## src/rtl/cnn_mul_pkg.sv

```systemverilog
// Purpose: shared widths and the round-robin pick helper for the multiplier-sharing block.
// Latency: n/a (declarations and a combinational function only).
// Backpressure: n/a.
package cnn_mul_pkg;

    localparam int MUL_AW    = 11;
    localparam int MUL_BW    = 9;
    localparam int MUL_PW    = 20;
    localparam int RR_MAXREQ = 8;

    // Returns {found, idx}: first set bit of valid[n-1:0] scanning ptr, ptr+1, ... mod n.
    // Scanning from the far end downwards lets the closest candidate overwrite the others.
    function automatic logic [3:0] rr_pick(input logic [RR_MAXREQ-1:0] valid,
                                           input logic [2:0]           ptr,
                                           input int                   n);
        logic [3:0] r;
        int         idx;
        r = '0;
        for (int k = RR_MAXREQ - 1; k >= 0; k--) begin
            if (k < n) begin
                idx = (int'(ptr) + k) % n;
                if (valid[idx[2:0]]) begin
                    r = {1'b1, idx[2:0]};
                end
            end
        end
        return r;
    endfunction

endpackage

```

## src/rtl/cnn_mul_core_11x9.sv

```systemverilog
// Purpose: unsigned a*b multiplier, full-width product, maps onto a single DSP slice.
// Latency: 0 cycles (purely combinational).
// Backpressure: none; the surrounding pipeline decides when the product is captured.
module cnn_mul_core_11x9
    import cnn_mul_pkg::*;
#(
    parameter int AW = MUL_AW,
    parameter int BW = MUL_BW,
    parameter int PW = AW + BW
) (
    input  logic [AW-1:0] a,
    input  logic [BW-1:0] b,
    output logic [PW-1:0] p
);

    // Both operands are widened first so the product keeps every bit.
    assign p = PW'(a) * PW'(b);

endmodule

```

## src/rtl/cnn_mul_share_arb.sv

```systemverilog
// Purpose: round-robin share of one multiplier between NREQ requesters, in-order tagged responses.
// Latency: 2 cycles accept-to-rsp_valid; one product per cycle while rsp_ready stays high.
// Backpressure: rsp_valid & !rsp_ready freezes the output stage; an empty operand stage still absorbs one request.
module cnn_mul_share_arb
    import cnn_mul_pkg::*;
#(
    parameter int NREQ = 2,
    parameter int IDW  = (NREQ > 1) ? $clog2(NREQ) : 1,
    parameter int AW   = MUL_AW,
    parameter int BW   = MUL_BW,
    parameter int PW   = AW + BW
) (
    input  logic               ap_clk,
    input  logic               ap_rst,
    input  logic [NREQ-1:0]    req_valid,
    input  logic [NREQ*AW-1:0] req_a,
    input  logic [NREQ*BW-1:0] req_b,
    output logic [NREQ-1:0]    req_ready,
    output logic               rsp_valid,
    output logic [PW-1:0]      rsp_p,
    output logic [IDW-1:0]     rsp_id,
    input  logic               rsp_ready,
    output logic [31:0]        done_cnt
);

    typedef struct packed {
        logic [AW-1:0]  a;
        logic [BW-1:0]  b;
        logic [IDW-1:0] id;
    } s1_t;

    s1_t                  s1_q;
    s1_t                  s1_d;
    logic                 s1_v;
    logic [IDW-1:0]       rr_ptr;
    logic [IDW-1:0]       rr_nxt;
    logic [IDW-1:0]       gidx;
    logic [RR_MAXREQ-1:0] vpad;
    logic [2:0]           ppad;
    logic [3:0]           pick;
    logic                 adv1;
    logic                 adv2;
    logic                 accept;
    logic [PW-1:0]        prod;

    // Arbitration, stall chain and the operand bundle of the granted requester.
    always_comb begin
        vpad              = '0;
        vpad[NREQ-1:0]    = req_valid;
        ppad              = '0;
        ppad[IDW-1:0]     = rr_ptr;
        pick              = rr_pick(vpad, ppad, NREQ);
        gidx              = IDW'(pick[2:0]);

        adv2   = !rsp_valid | rsp_ready;
        adv1   = !s1_v | adv2;
        accept = pick[3] & adv1 & !ap_rst;

        req_ready = '0;
        if (accept) begin
            req_ready[gidx] = 1'b1;
        end

        s1_d.a  = req_a[gidx*AW +: AW];
        s1_d.b  = req_b[gidx*BW +: BW];
        s1_d.id = gidx;

        rr_nxt = (gidx == IDW'(NREQ - 1)) ? '0 : gidx + 1'b1;
    end

    // Operand stage and round-robin pointer; the pointer only moves past a served requester.
    always_ff @(posedge ap_clk or posedge ap_rst) begin
        if (ap_rst) begin
            s1_q   <= '0;
            s1_v   <= 1'b0;
            rr_ptr <= '0;
        end else if (accept) begin
            s1_q   <= s1_d;
            s1_v   <= 1'b1;
            rr_ptr <= rr_nxt;
        end else if (adv1) begin
            s1_v   <= 1'b0;
        end
    end

    cnn_mul_core_11x9 #(
        .AW (AW),
        .BW (BW),
        .PW (PW)
    ) u_mul (
        .a (s1_q.a),
        .b (s1_q.b),
        .p (prod)
    );

    // Product stage; data and id stay frozen while the consumer is stalling.
    always_ff @(posedge ap_clk or posedge ap_rst) begin
        if (ap_rst) begin
            rsp_valid <= 1'b0;
            rsp_p     <= '0;
            rsp_id    <= '0;
        end else if (adv2) begin
            rsp_valid <= s1_v;
            rsp_p     <= prod;
            rsp_id    <= s1_q.id;
        end
    end

    // Completed-response counter, free-running wrap.
    always_ff @(posedge ap_clk or posedge ap_rst) begin
        if (ap_rst) begin
            done_cnt <= '0;
        end else if (rsp_valid && rsp_ready) begin
            done_cnt <= done_cnt + 32'd1;
        end
    end

endmodule
```

## config.mk

```make
export PLATFORM = sky130hd
export DESIGN_NAME = cnn_mul_share_arb
export DESIGN_NICKNAME = d
export VERILOG_FILES = /design/src/rtl/cnn_mul_pkg.sv /design/src/rtl/cnn_mul_core_11x9.sv /design/src/rtl/cnn_mul_share_arb.sv
export SDC_FILE = /design/constraint.sdc
export NUM_CORES = 1
export LEC_CHECK = 0
export BUFFER_PORTS_ARGS = -buffer_cell sky130_fd_sc_hd__buf_2
export CORE_AREA = 2 2 108 110
export CTS_BUF_LIST = sky130_fd_sc_hd__clkbuf_4
export DETAILED_ROUTE_END_ITERATION = 8
export DIE_AREA = 0 0 110 112
export PLACE_DENSITY = 0.9
export SLEW_MARGIN = 20
export SYNTH_ARGS = -nofsm -noshare
export SYNTH_HDL_FRONTEND = slang
export SYNTH_HIERARCHICAL = 1
export SYNTH_SLANG_ARGS = --single-unit
```

## constraint.sdc

```tcl
create_clock -name ap_clk -period 9.5 [get_ports ap_clk]
set_clock_uncertainty 0.15 [all_clocks]
set_input_delay 1.425 -clock ap_clk [delete_from_list [all_inputs] [get_ports ap_clk]]
set_output_delay 1.425 -clock ap_clk [all_outputs]
set_load 0.01 [all_outputs]
```

==> metrics.yaml <==
run_status:
  outcome: "completed"
timing:
  finalSetupViolCount: 0
  fin_crit_sh: 0.5361
  rsz0062_at_grt: "no"
  tightestPinTransition_ns: 1.084
  fin_setup_tns_ns: 0
  fmax_ghz: 0.1964
  period_minus_slack_ns: 5.093
  max-slew-margin-rel: 0.2772
  slew_violations: 0
  fin_ws_ns: 4.407
  final_hold_viol_count: 0
  holdWs_ns: 0.3397
drt:
  ant_nets: 0
  drc: 0
  wl_per_cell_um: 16.81
  via_count: 5139
  drt-pass1-iter-count: 5
  via_per_inst: 5.735
  drtIter0Drc: 376
  drt_wl_total_um: 15060
worst_setup_path:
  worst-path-max-fanout: 10
  crit_arrival_ns: 5.31
  crit_type: "reg -> reg"
  crit_path_start_kind: "flop"
  worstSetupEndpointType: "flop"
  required_ns: 9.71
die:
  die-height_um: 112
  dieArea_um2: 12320
  start_util: 0.5893
  placementRows: 39
  die_x_um: 110
  core_area_um2: 11170
  boundaryPins: 101
power_and_ir_drop:
  power.internal_mw: 1.404
  power_frac_seq: 0.187
  irDropWorstVdd_v: 0.0002285
  combPwrFrac: 0.726
  p_per_area_nw_per_um2: 373.3
  pwr-share-clk: 0.087
  p_sw_frac: 0.4864
  p_sw_mw: 1.330
  p_leak_nw: 3.903
synth:
  synth_area_um2: 6585
  ys_ff_latch: 77
  postSynthCellCount: 663
  synth_nets: 813
  yosysSeqAreaShare: 0.2926
  yosysUniqueCellTypes: 50
  ys.warnings.count: 6
  synth.avg_cell_area_um2: 9.932
grt:
  grt.total_usage: 0.2644
  overflow: 0
  antenna_found_initial: 0
  grt_pass1_vias: 5406
  grt_max_degree: 65
  grt_first_pass_wirelength_um: 25460
clocking:
  post_cts_resized: 0
  ctsHtreeMaxLevel: 3
  clk_path_buf_depth: 2
  root_buffer: "clkbuf_4"
  post-cts-setup-buffers: 0
  cts_sinks: 77
  holdBufCountCts: 0
  numCtsBuffers: 9
  path_clk_slew_ns: 0.14
  cts_tree: "built"
  clk_latency_ns: 0.47
final_layout:
  final_area_um2: 7323
  drive_above_1_share: 0.2072
  antennaDiodeCount: 0
  fin_nets: 898
  syn2layout_area_growth_pct: 11.21
placement:
  placed_area_um2: 7158
  routabilityCongestion: 0.8858
  dpl.hpwl_um: 11650
  io_buffer_count: 100
  place_ws_ns: 4.472
run:
  drv_cap: 0
min_path:
  hold_path_class: "reg -> reg"
-- metrics by stage --
stage / util / cells / power (mW)
global placement: 0.6406 / 880 / 2.356
finish: 0.6554 / 896 / 2.734
CTS: 0.6554 / 896 / 2.725
detailed placement: 0.6406 / 880 / 2.470
floorplan: - / 663 / 2.026
global route: 0.6554 / 896 / 3.001
-- power groups by stage --
stage / registers, mW / clock network (mW) / logic [mW]
finish: 0.510 / 0.239 / 1.98
floorplan: 0.494 / 0 / 1.53
detailed placement: 0.514 / 0 / 1.96
CTS: 0.508 / 0.243 / 1.97
global route: 0.524 / 0.258 / 2.22
global placement: 0.507 / 0 / 1.85
-- routing by layer --
metal | share of wire | track usage | vias up | routed length (µm)
met5 | 0 | 0 | - | 0
met4 | 0.013 | 0.07257 | 0 | 198
met3 | 0.080 | 0.06206 | 23 | 1210
met2 | 0.50 | 0.4389 | 224 | 7553
met1 | 0.40 | 0.3459 | 2557 | 6100
li1 | - | - | 2335 | -
-- placed cells by master (no fill, tap or decap), drive strengths merged, types with 4 or more instances in the layout --
cell,Yosys,final
buf,12,103
mux2,22,22
clkinv,0,4
inv,102,103
nand4,19,19
xnor2,35,35
nand3,15,15
a21o,27,27
and2,42,42
and4,6,6
nor2,17,17
clkbuf,17,9
fa,64,64
nor3,10,10
a21oi,16,16
ha,41,41
xor2,5,5
a22o,20,20
and3,5,5
dfrtp,77,77
nand2,79,79
o21ai,8,8
-- state kept, by name, summed over array words and instances, names as in the netlist --
| register | flops |
|---|---|
| done_cnt | 32 |
| rr_ptr | 1 |
| rsp_id | 1 |
| rsp_p | 20 |
| rsp_valid | 1 |
| s1_q | 21 |
| s1_v | 1 |
-- cells in the mapped netlist (all sizes together) --
cell | instances | area share
clkbuf | 17 | 0.0097
nor2 | 17 | 0.010
o221ai | 1 | 0.0023
nor4 | 2 | 0.0042
a21boi | 1 | 0.0011
a211oi | 1 | 0.0019
a2111oi | 1 | 0.0013
inv | 102 | 0.058
fa | 64 | 0.19
ha | 41 | 0.078
o2111a | 2 | 0.0034
and4 | 6 | 0.0082
o211ai | 2 | 0.0023
o211a | 1 | 0.0015
mux2 | 22 | 0.038
o21a | 2 | 0.0023
xor2 | 5 | 0.0066
a22o | 20 | 0.027
a2111o | 1 | 0.0017
nor3 | 10 | 0.010
nor2b | 1 | 0.00095
o2111ai | 1 | 0.0023
mux2i | 1 | 0.0015
nand2b | 2 | 0.0019
buf | 12 | 0.010
nand2 | 79 | 0.045
a21o | 27 | 0.031
or4 | 2 | 0.0023
o21ai | 8 | 0.0061
o31ai | 1 | 0.0011
and2 | 42 | 0.040
and3 | 5 | 0.0048
xnor2 | 35 | 0.047
o41ai | 2 | 0.0055
dfrtp | 77 | 0.29
nand3 | 15 | 0.011
nand4 | 19 | 0.022
a21oi | 16 | 0.013
-- logic make-up (layout without fill, tap and decap cells) --
group	after synthesis	count (layout)	share of synthesized area
buffers and inverters	131	221	0.07790
AND/OR/NAND/NOR	200	200	0.1609
flip-flops	77	77	0.2926
AO/OA/AOI/OAI	87	87	0.1037
multiplexers	23	23	0.03914
XOR/XNOR	40	40	0.05320
adder cells (fa/ha/maj)	105	105	0.2725
-- critical path, cell delays in order, from the launching register on --
cell,delay [ns]
dfrtp_1,0.55
and2_1,0.23
fa_1,0.55
inv_1,0.06
fa_1,0.54
inv_1,0.06
fa_1,0.53
inv_1,0.06
fa_1,0.53
inv_1,0.04
ha_1,0.42
a21oi_1,0.18
o21ai_0,0.19
or4_1,0.51
o211a_1,0.13
mux2_2,0.25
-- final cells by class --
type | count | area [µm²]
multi-input combinational | 455 | 4145
fill | 899 | 3851
sequential | 77 | 1927
timing repair buffer | 103 | 523.0
inverter | 102 | 384.1
tap | 143 | 178.9
clock inverter | 7 | 97.59
clock buffer | 9 | 67.56
-- final timing paths --
| check | startpoint | cells after the start | slack (ns) | endpoint |
|---|---|---|---|---|
| worst max-delay path | s1_q[15] | 15 | 4.41 | rsp_p[18] |
| worst min-delay path | done_cnt[31] | 1 | 0.34 | done_cnt[31] |
| worst max register to register | s1_q[15] | 15 | 4.41 | rsp_p[18] |
| worst min register to register | done_cnt[31] | 1 | 0.34 | done_cnt[31] |
| max in group asynchronous | ap_rst | 3 | 7.36 | done_cnt[29] |
| min in group asynchronous | ap_rst | 2 | 0.73 | rsp_valid |
(Power assumes the default switching activity.)
